===== src/rtl/game_flow_controller.sv =====
// game_flow_controller: game-state FSM for start, hits, level-ups and game over,
// timing the freeze, pause and game-over intervals in VGA frames.
module game_flow_controller #(
    parameter int                   NUM_LANES       = 4,
    parameter int                   C_FREEZE_FRAMES = 60,
    parameter int                   C_LEVEL_FRAMES  = 30,
    parameter int                   C_OVER_FRAMES   = 120,
    parameter logic [NUM_LANES-1:0] C_REVERSE_INI   = 4'b1010
) (
    input  logic                 i_Clk,
    input  logic                 i_Rst_n,
    input  logic                 i_All_Switch,
    input  logic                 i_Collision,
    input  logic                 i_Level_Up,
    input  logic                 i_Frame_Tick,
    input  logic [NUM_LANES-1:0] i_LFSR_Data,
    output logic                 o_Game_Active,
    output logic                 o_Freeze,
    output logic                 o_Frog_Reset,
    output logic [2:0]           o_Lives,
    output logic [3:0]           o_Score,
    output logic [NUM_LANES-1:0] o_Reverse,
    output logic [2:0]           o_Speed_Level,
    output logic [2:0]           o_State
);
    typedef enum logic [2:0] {
        IDLE        = 3'd0,
        ARM         = 3'd1,
        RUNNING     = 3'd2,
        HIT_FREEZE  = 3'd3,
        LEVEL_PAUSE = 3'd4,
        GAME_OVER   = 3'd5
    } state_t;

    state_t               state_q, state_d;
    logic [2:0]           lives_q, lives_d;
    logic [3:0]           score_q, score_d;
    logic [2:0]           speed_q, speed_d;
    logic [NUM_LANES-1:0] reverse_q, reverse_d;
    logic [7:0]           timer_q, timer_d;
    logic                 frog_q, frog_d;
    logic                 coll_q, lvl_q, freeze_q, active_q;
    logic                 coll_ev, lvl_ev;

    assign coll_ev = i_Collision & ~coll_q;
    assign lvl_ev  = i_Level_Up & ~lvl_q;

    always_comb begin
        state_d   = state_q;
        lives_d   = lives_q;
        score_d   = score_q;
        speed_d   = speed_q;
        reverse_d = reverse_q;
        timer_d   = timer_q;
        frog_d    = 1'b0;
        case (state_q)
            IDLE: if (i_All_Switch) begin
                lives_d   = 3'b111;
                score_d   = 4'd0;
                speed_d   = 3'd0;
                reverse_d = C_REVERSE_INI;
                frog_d    = 1'b1;
                state_d   = ARM;
            end
            ARM: if (!i_All_Switch) state_d = RUNNING;
            RUNNING: if (coll_ev) begin
                lives_d = lives_q >> 1;
                frog_d  = 1'b1;
                state_d = (lives_q == 3'b001) ? GAME_OVER : HIT_FREEZE;
                timer_d = (lives_q == 3'b001) ? 8'(C_OVER_FRAMES) : 8'(C_FREEZE_FRAMES);
            end else if (lvl_ev) begin
                score_d   = (score_q == 4'd9) ? 4'd0 : score_q + 4'd1;
                speed_d   = (speed_q == 3'd7) ? 3'd7 : speed_q + 3'd1;
                reverse_d = i_LFSR_Data;
                frog_d    = 1'b1;
                state_d   = LEVEL_PAUSE;
                timer_d   = 8'(C_LEVEL_FRAMES);
            end
            HIT_FREEZE, LEVEL_PAUSE, GAME_OVER: if (i_Frame_Tick) begin
                timer_d = timer_q - 8'd1;
                if (timer_q == 8'd1) state_d = (state_q == GAME_OVER) ? IDLE : RUNNING;
            end
            default: state_d = IDLE;
        endcase
    end

    // Active/freeze flags follow the next state so they line up with o_State.
    always_ff @(posedge i_Clk) begin
        if (!i_Rst_n) begin
            state_q   <= IDLE;
            lives_q   <= 3'b000;
            score_q   <= 4'd0;
            speed_q   <= 3'd0;
            reverse_q <= C_REVERSE_INI;
            timer_q   <= 8'd0;
            frog_q    <= 1'b0;
            coll_q    <= 1'b0;
            lvl_q     <= 1'b0;
            freeze_q  <= 1'b0;
            active_q  <= 1'b0;
        end else begin
            state_q   <= state_d;
            lives_q   <= lives_d;
            score_q   <= score_d;
            speed_q   <= speed_d;
            reverse_q <= reverse_d;
            timer_q   <= timer_d;
            frog_q    <= frog_d;
            coll_q    <= i_Collision;
            lvl_q     <= i_Level_Up;
            freeze_q  <= (state_d == HIT_FREEZE) || (state_d == LEVEL_PAUSE);
            active_q  <= state_d == RUNNING;
        end
    end

    assign o_Game_Active = active_q;
    assign o_Freeze      = freeze_q;
    assign o_Frog_Reset  = frog_q;
    assign o_Lives       = lives_q;
    assign o_Score       = score_q;
    assign o_Reverse     = reverse_q;
    assign o_Speed_Level = speed_q;
    assign o_State       = state_q;
endmodule


===== config.mk =====
export PLATFORM = sky130hd
export DESIGN_NAME = game_flow_controller
export DESIGN_NICKNAME = d
export VERILOG_FILES = /design/src/rtl/game_flow_controller.sv
export SDC_FILE = /design/constraint.sdc
export NUM_CORES = 1
export LEC_CHECK = 0
export BUFFER_PORTS_ARGS = -buffer_cell sky130_fd_sc_hd__buf_4
export CORE_ASPECT_RATIO = 0.6
export CORE_MARGIN = 2
export CORE_UTILIZATION = 35
export DETAILED_ROUTE_END_ITERATION = 7
export GPL_ROUTABILITY_DRIVEN = 0
export PLACE_DENSITY = 0.6
export SYNTH_ARGS = -nofsm -noshare
export SYNTH_HDL_FRONTEND = slang
export SYNTH_SLANG_ARGS = --single-unit
export TNS_END_PERCENT = 5

===== constraint.sdc =====
create_clock -name i_Clk -period 4.02 [get_ports i_Clk]
set_clock_uncertainty 0.2 [all_clocks]
set_input_delay 0.402 -clock i_Clk [delete_from_list [all_inputs] [get_ports i_Clk]]
set_output_delay 0.402 -clock i_Clk [all_outputs]
set_load 0.02 [all_outputs]

==> impl_results.rst, run 1 <==
.. list-table::
   :header-rows: 1

   * - Metric
     - Value
   * - Run status
     - finished clean
   * - CTS H-Tree Depth
     - 2
   * - Synthesis Warnings
     - 0
   * - Number of synthesized flops with an enable pin
     - 0
   * - Maximum ir drop on the vdd rail
     - 0.157 mV
   * - Unrepaired setup endpoints after global routing
     - no
   * - Path depth of the worst reg2reg path
     - 5
   * - Sum Neg Setup Slack
     - 0 ps
   * - Std cell rows
     - 19
   * - Hold Violations, Final
     - 0
   * - Required time of the worst setup path
     - 3970 ps
   * - Initial core utilization
     - 35.8%
   * - Highest attainable clock frequency
     - 0.485 GHz
   * - Post-detailed-route wirelength per cell
     - 13.2 um
   * - Power share of the clock group
     - 37.2%
   * - Via count
     - 1397
   * - Die area
     - 5170 um^2
   * - Avg Synthesized Cell Area
     - 8.41 um^2
   * - Global-route usage over all layers
     - 15.2%
   * - Sequential share of the synthesized area
     - 37.4%
   * - Register-to-Register Setup Slack
     - 1960 ps
   * - Cells along the critical path
     - nor3b_4 -> o21ai_2 -> a2111oi_4 -> xnor2_1 -> a21boi_1
   * - Gates resized, CTS repair
     - 0
   * - Num CTS Buffers
     - 5
   * - Kind of capture point of the worst setup path
     - register
   * - Number of global-route vias before repair
     - 1226
   * - Tmin final
     - 2060 ps
   * - DRC Markers
     - 0
   * - Total I/O pin count
     - 30
   * - Root Buffer
     - sky130_fd_sc_hd__clkbuf_8
   * - Portion of total power attributed to combinational logic
     - 15.2%
   * - Area of the mapped netlist
     - 1610 um^2
   * - HPWL after DPL
     - 2.67 mm
   * - Number of non-filler instances in the completed layout
     - 281
   * - ANT nets after route
     - 0
   * - Largest net degree at the start of global routing
     - 28
   * - Post-placement cell count
     - 273
   * - Power Dens Cells
     - 356 nW/um^2
   * - Final setup margin
     - 1960 ps
   * - Switching power
     - 194 uW
   * - Startpoint of the worst-slack reg-to-reg timing path
     - o_State[1]
   * - Die H
     - 56.5 um
   * - Crit share post-route
     - 51.3%
   * - Hold_sp
     - i_Level_Up
   * - Cell variety after synth
     - 52
   * - Number of synthesized register bits
     - 30
   * - Die Span X
     - 91.5 um
   * - Clock latency on the worst-skew pair
     - 280 ps
   * - Router iterations before antenna repair
     - 6
   * - Worst slew margin
     - 57.9%
   * - Number of nets in the synthesized netlist
     - 206
   * - Crit-path slowest cell
     - sky130_fd_sc_hd__dfxtp_1
   * - Post-Synthesis Cells
     - 191
   * - Hold path depth
     - 2
   * - Number of DRC violations after detailed-routing iteration 0
     - 131
   * - Startpoint type of the worst setup path
     - register
   * - CTS clock-pin slew for the worst setup and hold paths
     - 70 ps
   * - Hold Worst Slack
     - 144 ps
   * - Path category of the worst min-delay check
     - primary input to register
   * - Worst flop-to-flop path endpoint
     - timer_q[4]
   * - Actual transition at the worst max-transition pin
     - 625 ps
   * - Finish-stage setup viols
     - 0
   * - Number of buffers inserted for hold repair after clock tree synthesis
     - 0
   * - Global-route wire length before repair
     - 6.22 mm
   * - Diodes inserted
     - 0
   * - Delay contributed by the slowest stage of the critical path
     - 600 ps
   * - Worst path arrival time
     - 2010 ps
   * - Destination of the worst hold path
     - lvl_q
   * - Maximum root-to-sink buffer count
     - 2
   * - Fraction of registers with async set/reset
     - 0%
   * - Layout cell share with drive strength beyond 1
     - 21.6%
   * - Wire length reported by the detailed router
     - 3.71 mm
   * - Portion of total power attributed to sequential cells
     - 47.6%
   * - Leakage power total
     - 0.785 nW
   * - Switching part of the total power
     - 28.2%
   * - Number of nets in the final layout
     - 232
   * - Max-Cap Viols
     - 0
   * - Total setup buffers inserted after CTS
     - 0
   * - Antenna violations before repair
     - 0
   * - Most common flop cell mapped by yosys
     - sky130_fd_sc_hd__dfxtp_1
   * - Number of vias per cell after detailed routing
     - 4.97
   * - Synth-to-Final Area Change
     - 20.3%
   * - Remaining global-route overflow
     - 0
   * - Buffers on Ports
     - 29
   * - Cell Int Power
     - 493 uW
   * - Pins Over Slew Limit
     - 0
   * - Critical path class
     - register to register
   * - Core ar.
     - 4490 um^2
   * - Critical path peak fanout
     - 14
   * - Clock tree sinks
     - 30
   * - Worst slack after detailed placement
     - 1920 ps
   * - Clock tree from TritonCTS
     - yes
[power by group through the flow]
stage	clock network (mW)	registers [mW]	logic [mW]
final	0.256	0.327	0.105
after floorplan	0	0.336	0.0675
after CTS	0.259	0.326	0.104
after detailed placement	0	0.333	0.104
after global placement	0	0.333	0.105
after global routing	0.276	0.329	0.115
[cell type report]
class | instances | area, um^2
multi-input combinational | 144 | 918
tap | 63 | 78.8
inverter | 7 | 26.3
clock inverter | 1 | 5.00
fill | 460 | 2560
clock buffer | 7 | 86.3
sequential | 30 | 601
timing repair buffer | 29 | 218
[critical path, delay by kind of cell (launching register included)]
kind,cells,cell delay (ps)
compound gates,3,640
simple gates,1,330
flops,1,600
xor+xnor,1,150
[how the worst max path moves through the flow]
stage	end	slack, ps	startpoint	depth (start not counted)
finish	timer_q[4]	1960	o_State[1]	5
global route	timer_q[4]	1780	o_State[1]	5
CTS	timer_q[4]	1960	o_State[1]	5
detailed placement	timer_q[6]	1920	i_Collision	6
global placement	timer_q[6]	1990	i_Collision	6
floorplan	timer_q[6]	2190	o_State[0]	7
[cell families (layout without fill, tap and decap cells)]
kind of cell	count (synthesis)	after routing	synth area share, %
and+or+nand+nor	83	83	28.4
muxes	1	1	0.623
buffers and inverters	17	44	5.45
DFF	30	30	37.4
adders and majority gates	5	5	3.89
AOI/OAI and AO/OA	52	52	22.7
xor gates and xnor gates	3	3	1.64
[per-stage QoR]
stage          power (mW)  util [%]  cell area (um^2)
4_1_cts             0.689      43.0              1930
3_5_place_dp        0.437      41.0              1840
3_3_place_gp        0.438      41.0              1840
2_1_floorplan       0.403         -              1610
5_1_grt             0.720      43.0              1930
6_report            0.687      43.0              1930
[synthesized netlist by cell type (all sizes together) (2+ instances only)]
library cell,count,area share (%)
buf,6,2.9
nand3b,2,0.93
o21ai,15,5.8
nand3,6,1.9
dfxtp,30,37
ha,5,3.9
and3b,2,1.2
xnor2,2,1.1
nor2,13,3.0
nor3b,2,1.6
and2,6,2.3
a21boi,8,3.7
or3,5,1.9
nand2b,4,1.7
o211ai,2,0.93
nand2,24,5.8
nor3,5,1.6
o211a,2,1.2
clkbuf,4,0.93
a21oi,14,4.6
or2,2,0.78
a31oi,4,1.6
and2b,2,1.1
nor2b,4,1.6
inv,7,1.6
[sequential cells by signal, summed over array words and instances, names as in the netlist, 3 cells and up]
name,cells
timer_q,8
o_Reverse,4
o_Score,4
o_Lives,3
o_Speed_Level,3
o_State,3
[routing by layer]
metal  GRT usage [%]  share of wire (%)  vias up
met2            17.9                 34       38
met1            25.0                 59      639
li1                -                  -      718
met5               0                  0        -
met3            4.30                5.8        2
met4            5.19               0.59        0
[placed cells by master, fill, tap and decap left out, types with 2 or more instances in the layout]
cell type / instances
sky130_fd_sc_hd__nand3b_1: 2
sky130_fd_sc_hd__and2_1: 6
sky130_fd_sc_hd__o21ai_2: 2
sky130_fd_sc_hd__buf_4: 29
sky130_fd_sc_hd__nor3_1: 5
sky130_fd_sc_hd__nand3_1: 6
sky130_fd_sc_hd__o211a_1: 2
sky130_fd_sc_hd__nor2_1: 13
sky130_fd_sc_hd__nand2b_1: 3
sky130_fd_sc_hd__a31oi_1: 4
sky130_fd_sc_hd__o21ai_0: 12
sky130_fd_sc_hd__a21boi_0: 5
sky130_fd_sc_hd__ha_1: 5
sky130_fd_sc_hd__o211ai_1: 2
sky130_fd_sc_hd__a21boi_1: 3
sky130_fd_sc_hd__xnor2_1: 2
sky130_fd_sc_hd__nand2_1: 23
sky130_fd_sc_hd__or3_1: 5
sky130_fd_sc_hd__inv_1: 7
sky130_fd_sc_hd__clkbuf_8: 6
sky130_fd_sc_hd__dfxtp_1: 30
sky130_fd_sc_hd__a21oi_1: 13
sky130_fd_sc_hd__nor2b_1: 4
(Power assumes the default switching activity.)
==> run 2, diff against run 1 <==
- clock period: 4.02 -> 2.1 ns (I/O delays scaled with it)
==> run 2 against run 1 <==
  * Sequential share of layout area shrank 1.9 points
  * Die area is the same
  * Register-to-register slack lost 1800 ps
  * Largest cell class unchanged
  * Critical path type is now primary input to register
  * Sequential power grew 90%
==> impl_results.rst, run 2 (synthesized netlist as in run 1, its figures left out) <==
.. list-table::
   :header-rows: 1

   * - Metric
     - Value
   * - Run status
     - finished clean
   * - Via count
     - 1404 (+0.50%)
   * - Global-route usage over all layers
     - 15.1% (-0.080 points)
   * - Total power draw
     - 1.33 mW (+94%)
   * - Antenna violations before repair
     - 0 (unchanged)
   * - Die area
     - 5170 um^2 (unchanged)
   * - Number of nets in the final layout
     - 246 (+6.0%)
   * - DRC Markers
     - 0 (unchanged)
   * - Largest register FFs
     - 8 (unchanged)
   * - Fillers
     - 445 (-3.3%)
   * - Leakage power total
     - 0.848 nW (+8.1%)
   * - HPWL after DPL
     - 2.76 mm (+3.5%)
   * - Worst path arrival time
     - 1970 ps (-40 ps)
   * - Clock tree sinks
     - 30 (unchanged)
   * - Commonest non-fill, non-tap cell in the layout
     - sky130_fd_sc_hd__buf_4
   * - Synth-to-Final Area Change
     - 28.2%
   * - Path category of the worst min-delay check
     - primary input to register
   * - Kind of capture point of the worst setup path
     - register
   * - Reg with most FFs
     - timer_q
   * - Remaining global-route overflow
     - 0 (unchanged)
   * - CTS H-Tree Depth
     - 2 (unchanged)
   * - Critical path class
     - primary input to register
   * - Clock tree from TritonCTS
     - yes
   * - Multi-input gate area in the final layout
     - 927 um^2 (+0.95%)
   * - Largest net degree at the start of global routing
     - 28 (unchanged)
   * - Number of DRC violations after detailed-routing iteration 0
     - 91 (-31%)
   * - Hold Violations, Final
     - 0 (unchanged)
   * - Buffers on Ports
     - 29 (unchanged)
   * - Footprint of the flip-flops and latches
     - 601 um^2 (unchanged)
   * - Maximum root-to-sink buffer count
     - 2 (unchanged)
   * - Maximum ir drop on the vdd rail
     - 0.330 mV (+110%)
   * - Worst slew margin
     - 70.7% (+13 points)
   * - Unrepaired setup endpoints after global routing
     - yes
   * - Num CTS Buffers
     - 5 (unchanged)
   * - Tmin final
     - 1980 ps
   * - Hold Worst Slack
     - 17.9 ps (-126 ps)
   * - Crit share post-route
     - 94.1%
   * - Required time of the worst setup path
     - 2100 ps (-1870 ps)
   * - Highest attainable clock frequency
     - 0.506 GHz
   * - Actual transition at the worst max-transition pin
     - 438 ps (-187 ps)
   * - Wire length reported by the detailed router
     - 3.71 mm (-0.22%)
   * - Global-route wire length before repair
     - 6.22 mm (unchanged)
   * - Power Dens Cells
     - 646 nW/um^2 (+82%)
   * - Number of global-route vias before repair
     - 1231 (+0.41%)
   * - Root Buffer
     - sky130_fd_sc_hd__clkbuf_8
   * - Clock latency on the worst-skew pair
     - 280 ps (about the same)
   * - Router iterations before antenna repair
     - 4 (-2)
   * - Critical path peak fanout
     - 8 (-6)
   * - Layout cell share with drive strength beyond 1
     - 24.6% (+3.0 points)
   * - Commonest cells after routing, fill and taps aside
     - sky130_fd_sc_hd__buf_4 (38), sky130_fd_sc_hd__dfxtp_1 (30), sky130_fd_sc_hd__nand2_1 (23)
   * - Die Span X
     - 91.5 um (unchanged)
   * - Pins Over Slew Limit
     - 0 (unchanged)
   * - Startpoint type of the worst setup path
     - primary input
   * - Finish-stage setup viols
     - 0 (unchanged)
   * - Std cell rows
     - 19 (unchanged)
   * - Diodes inserted
     - 0 (unchanged)
   * - Die H
     - 56.5 um (unchanged)
   * - Core ar.
     - 4490 um^2 (unchanged)
   * - CTS clock-pin slew for the worst setup and hold paths
     - 70 ps (about the same)
   * - ANT nets after route
     - 0 (unchanged)
   * - Post-detailed-route wirelength per cell
     - 12.6 um (-5.0%)
   * - Total I/O pin count
     - 30 (unchanged)
   * - Max-Cap Viols
     - 0 (unchanged)
   * - Number of vias per cell after detailed routing
     - 4.76 (-4.3%)
   * - Initial core utilization
     - 35.8% (unchanged)
[run 2: routing by layer]
| metal | global-route usage (%) | up-vias | share of wire (%) |
|---|---|---|---|
| met4 | 3.90 | 0 | 0.24 |
| met3 | 5.64 | 2 | 7.7 |
| met2 | 16.7 | 52 | 34 |
| li1 | - | 751 | - |
| met1 | 25.3 | 599 | 58 |
| met5 | 0 | - | 0 |
[run 2: final cells by class]
| class | count | share of cell area (%) |
|---|---|---|
| flip-flops and latches | 30 | 29.2 |
| clock buffers | 7 | 4.19 |
| inverters | 7 | 1.28 |
| repair buffers | 43 | 16.3 |
| clock inverters | 1 | 0.243 |
| well taps | 63 | 3.83 |
| multi-input cells | 144 | 45.0 |
[run 2: path summary, 6_finish.rpt]
check	from	to	slack, ps	cells past startpoint
min	i_LFSR_Data[0]	o_Reverse[0]	20	3
max	i_Collision	timer_q[5]	120	7
min reg2reg	o_Reverse[2]	o_Reverse[2]	270	2
max reg2reg	o_State[1]	timer_q[5]	150	5
[run 2: what timing repair did]
action / in CTS / in global routing
endpoints found under the hold margin: 5 / 0
resized for setup: 0 / 2
hold buffers: 5 / 0
setup endpoints to repair: 0 / 8
setup buffers: 0 / 0
[run 2: report_power, final]
part / leakage [nW] / total, mW / switching [mW] / internal, mW
clock: 0.0482 / 0.477 / 0.213 / 0.264
combinational: 0.555 / 0.232 / 0.124 / 0.109
sequential: 0.244 / 0.622 / 0.0290 / 0.593
total: 0.848 / 1.33 / 0.365 / 0.966
[run 2: worst max-delay path, stage by stage]
cell,delay [ps]
sky130_fd_sc_hd__dlygate4sd3_1,530
sky130_fd_sc_hd__buf_4,150
sky130_fd_sc_hd__and2b_2,240
sky130_fd_sc_hd__o21ai_4,280
sky130_fd_sc_hd__and2_1,270
sky130_fd_sc_hd__o21ai_0,110
sky130_fd_sc_hd__a21boi_0,170
[run 2: per-stage QoR]
step	util (%)	setup TNS [ps]	cell area (um^2)	cells	setup slack [ps]
2_1_floorplan	-	0	1610	191	271
3_3_place_gp	42.5	0	1910	282	204
3_5_place_dp	42.5	0	1910	282	135
4_1_cts	45.6	0	2050	295	57.3
5_1_grt	45.8	-2.51	2060	295	-2.51
6_report	45.8	0	2060	295	124
==> run 3, diff against run 2 <==
--- a/config.mk
+++ b/config.mk
@@ -12,4 +12,5 @@
 export DETAILED_ROUTE_END_ITERATION = 7
 export GPL_ROUTABILITY_DRIVEN = 0
+export HOLD_SLACK_MARGIN = 0.08
 export PLACE_DENSITY = 0.6
 export SYNTH_ARGS = -nofsm -noshare
==> constraint.sdc (replaced) <==
create_clock -name i_Clk -period 2.1 [get_ports i_Clk]
set_clock_uncertainty 0.2 [all_clocks]
set_input_delay 0.105 -clock i_Clk [delete_from_list [all_inputs] [get_ports i_Clk]]
set_output_delay 0.105 -clock i_Clk [all_outputs]
set_load 0.02 [all_outputs]
==> run 3 against run 2 <==
  * Wire length increased by 1.5%
  * Cell area increased by 2.6%
  * Critical path depth unchanged
  * Cell count increased by 2.0%
  * Clock power about the same
  * Register-to-register slack improved by 90 ps
  * Non-clock buffer count increased by 6
  * First-iteration DRC count increased by 59%
  * Largest power group unchanged
==> impl_results.rst, run 3 (synthesized netlist as in run 1, its figures left out) <==
.. list-table::
   :header-rows: 1

   * - Metric
     - Value
   * - Total I/O pin count
     - 30 (unchanged)
   * - Setup crit start
     - i_Collision
   * - Remaining global-route overflow
     - 0 (unchanged)
   * - Number of DRC violations after detailed-routing iteration 0
     - 145 (+59%)
   * - Global-route wire length before repair
     - 6.30 mm (+1.3%)
   * - Num CTS Buffers
     - 5 (unchanged)
   * - DRC Markers
     - 0 (unchanged)
   * - Hold_sp
     - i_Frame_Tick
   * - Run status
     - finished clean
   * - Reg with most FFs
     - timer_q
   * - Largest register FFs
     - 8 (unchanged)
   * - Number of nets in the final layout
     - 252 (+2.4%)
   * - Tmin final
     - 1970 ps (-5.52 ps)
   * - Sum Neg Setup Slack
     - 0 ps (unchanged)
   * - Startpoint of the worst-slack reg-to-reg timing path
     - o_State[2]
   * - Commonest cells after routing, fill and taps aside
     - sky130_fd_sc_hd__buf_4 (38), sky130_fd_sc_hd__dfxtp_1 (29), sky130_fd_sc_hd__nand2_1 (23)
   * - Highest attainable clock frequency
     - 0.508 GHz (+0.28%)
   * - Clock tree from TritonCTS
     - yes
   * - Maximum root-to-sink buffer count
     - 2 (unchanged)
   * - Power Dens Cells
     - 634 nW/um^2 (-1.9%)
   * - Leakage power total
     - 0.877 nW (+3.5%)
   * - Std cell rows
     - 19 (unchanged)
   * - Die area
     - 5170 um^2 (unchanged)
   * - Die Span X
     - 91.5 um (unchanged)
   * - Worst flop-to-flop path endpoint
     - o_Frog_Reset
   * - Path depth of the worst reg2reg path
     - 5 (unchanged)
   * - Die H
     - 56.5 um (unchanged)
   * - Worst slew margin
     - 72.0% (+1.2 points)
   * - Number of global-route vias before repair
     - 1256 (+2.0%)
   * - HPWL after DPL
     - 2.76 mm (unchanged)
   * - Critical path peak fanout
     - 8 (unchanged)
   * - Maximum ir drop on the vdd rail
     - 0.323 mV (-2.1%)
   * - Root Buffer
     - sky130_fd_sc_hd__clkbuf_8
   * - Clock latency on the worst-skew pair
     - 280 ps (about the same)
   * - Number of non-filler instances in the completed layout
     - 301 (+2.0%)
   * - Worst path arrival time
     - 1940 ps (-30 ps)
   * - Finish-stage setup viols
     - 0 (unchanged)
   * - ANT nets after route
     - 0 (unchanged)
   * - Kind of capture point of the worst setup path
     - register
   * - Pins Over Slew Limit
     - 0 (unchanged)
   * - Via count
     - 1429 (+1.8%)
   * - Layout cell share with drive strength beyond 1
     - 23.9% (-0.62 points)
   * - CTS clock-pin slew for the worst setup and hold paths
     - 60 ps (about the same)
   * - Antenna violations before repair
     - 0 (unchanged)
   * - Wire length reported by the detailed router
     - 3.76 mm (+1.5%)
   * - Actual transition at the worst max-transition pin
     - 415 ps (-23.6 ps)
   * - CTS H-Tree Depth
     - 2 (unchanged)
   * - Fillers
     - 438 (-1.6%)
   * - Post-placement cell count
     - 282 (unchanged)
   * - Initial core utilization
     - 35.8% (unchanged)
   * - Critical path class
     - primary input to register
   * - Required time of the worst setup path
     - 2070 ps (-30 ps)
   * - Post-detailed-route wirelength per cell
     - 12.5 um (-0.49%)
   * - Router iterations before antenna repair
     - 4 (unchanged)
   * - Largest net degree at the start of global routing
     - 28 (unchanged)
   * - Crit share post-route
     - 93.8% (-0.26 points)
   * - Path category of the worst min-delay check
     - primary input to register
   * - Max-Cap Viols
     - 0 (unchanged)
   * - Multi-input gate area in the final layout
     - 918 um^2 (-0.94%)
   * - Startpoint type of the worst setup path
     - primary input
   * - Hold Worst Slack
     - 85.9 ps (+68.0 ps)
   * - Register-to-Register Setup Slack
     - 240 ps (+90 ps)
   * - Footprint of the flip-flops and latches
     - 602 um^2 (+0.21%)
   * - Commonest non-fill, non-tap cell in the layout
     - sky130_fd_sc_hd__buf_4
   * - Clock tree sinks
     - 30 (unchanged)
   * - Total power draw
     - 1.34 mW (+0.60%)
   * - Core ar.
     - 4490 um^2 (unchanged)
   * - Global-route usage over all layers
     - 15.3% (+0.17 points)
   * - Unrepaired setup endpoints after global routing
     - no
   * - Capturing element of the worst setup path
     - timer_q[6]
   * - Hold Violations, Final
     - 0 (unchanged)
   * - Number of vias per cell after detailed routing
     - 4.75 (-0.25%)
   * - Synth-to-Final Area Change
     - 31.5%
   * - Diodes inserted
     - 0 (unchanged)
   * - Buffers on Ports
     - 29 (unchanged)
run 3: changes by cell type in the layout (fill, tap and decap cells not counted):
cell | previous run | this run
sky130_fd_sc_hd__o21ai_4 | 2 | 1
sky130_fd_sc_hd__o21ai_2 | 1 | 2
sky130_fd_sc_hd__dlygate4sd3_1 | 5 | 11
sky130_fd_sc_hd__dfxtp_2 | 0 | 1
sky130_fd_sc_hd__and2b_2 | 1 | 0
sky130_fd_sc_hd__and2b_1 | 0 | 1
sky130_fd_sc_hd__dfxtp_1 | 30 | 29
run 3: stage by stage:
step / area (um^2) / utilization (%) / worst slack [ps]
3_3_place_gp: 1910 / 42.5 / 204
3_5_place_dp: 1910 / 42.5 / 135
5_1_grt: 2110 / 47.0 / 8.95
4_1_cts: 2110 / 47.0 / 134
6_report: 2110 / 47.0 / 130
2_1_floorplan: 1610 / - / 271
run 3: how the worst min path moves through the flow:
| stage | to | depth (start not counted) |
|---|---|---|
| finish | timer_q[0] | 5 |
| global route | timer_q[0] | 5 |
| CTS | timer_q[0] | 5 |
| detailed placement | lvl_q | 2 |
| global placement | lvl_q | 2 |
| floorplan | o_State[0] | 2 |
run 3: metal layers:
| layer | global-route usage, % | vias up | share of wire (%) |
|---|---|---|---|
| met5 | 0 | - | 0 |
| met4 | 3.90 | 0 | 0.24 |
| met3 | 5.64 | 2 | 9.8 |
| met2 | 17.1 | 57 | 35 |
| met1 | 25.4 | 605 | 55 |
| li1 | - | 765 | - |
run 3: power by group:
group,total (mW),switching (mW),internal [mW]
combinational,0.239,0.124,0.116
sequential,0.622,0.0291,0.593
clock,0.478,0.214,0.264
total,1.34,0.366,0.973
run 3: worst max-delay path: stages:
cell                            delay [ps]
sky130_fd_sc_hd__dlygate4sd3_1         530
sky130_fd_sc_hd__buf_4                 150
sky130_fd_sc_hd__and2b_1               220
sky130_fd_sc_hd__o21ai_2               400
sky130_fd_sc_hd__and2_1                280
sky130_fd_sc_hd__o22ai_1               110
sky130_fd_sc_hd__and2_1                150
run 3: layout make-up:
type / instances / area share [%]
Multi-Input combinational cell: 144 / 43.5
Sequential cell: 30 / 28.5
Timing Repair Buffer: 49 / 18.7
Clock buffer: 7 / 4.09
Tap cell: 63 / 3.73
Inverter: 7 / 1.24
Clock inverter: 1 / 0.237
run 3: timing repair:
item | in CTS | in global routing
hold endpoints to repair | 25 | 0
setup buffers | 0 | 0
endpoints found under the setup margin | 0 | 2
hold buffers | 11 | 0
resized for setup | 0 | 1
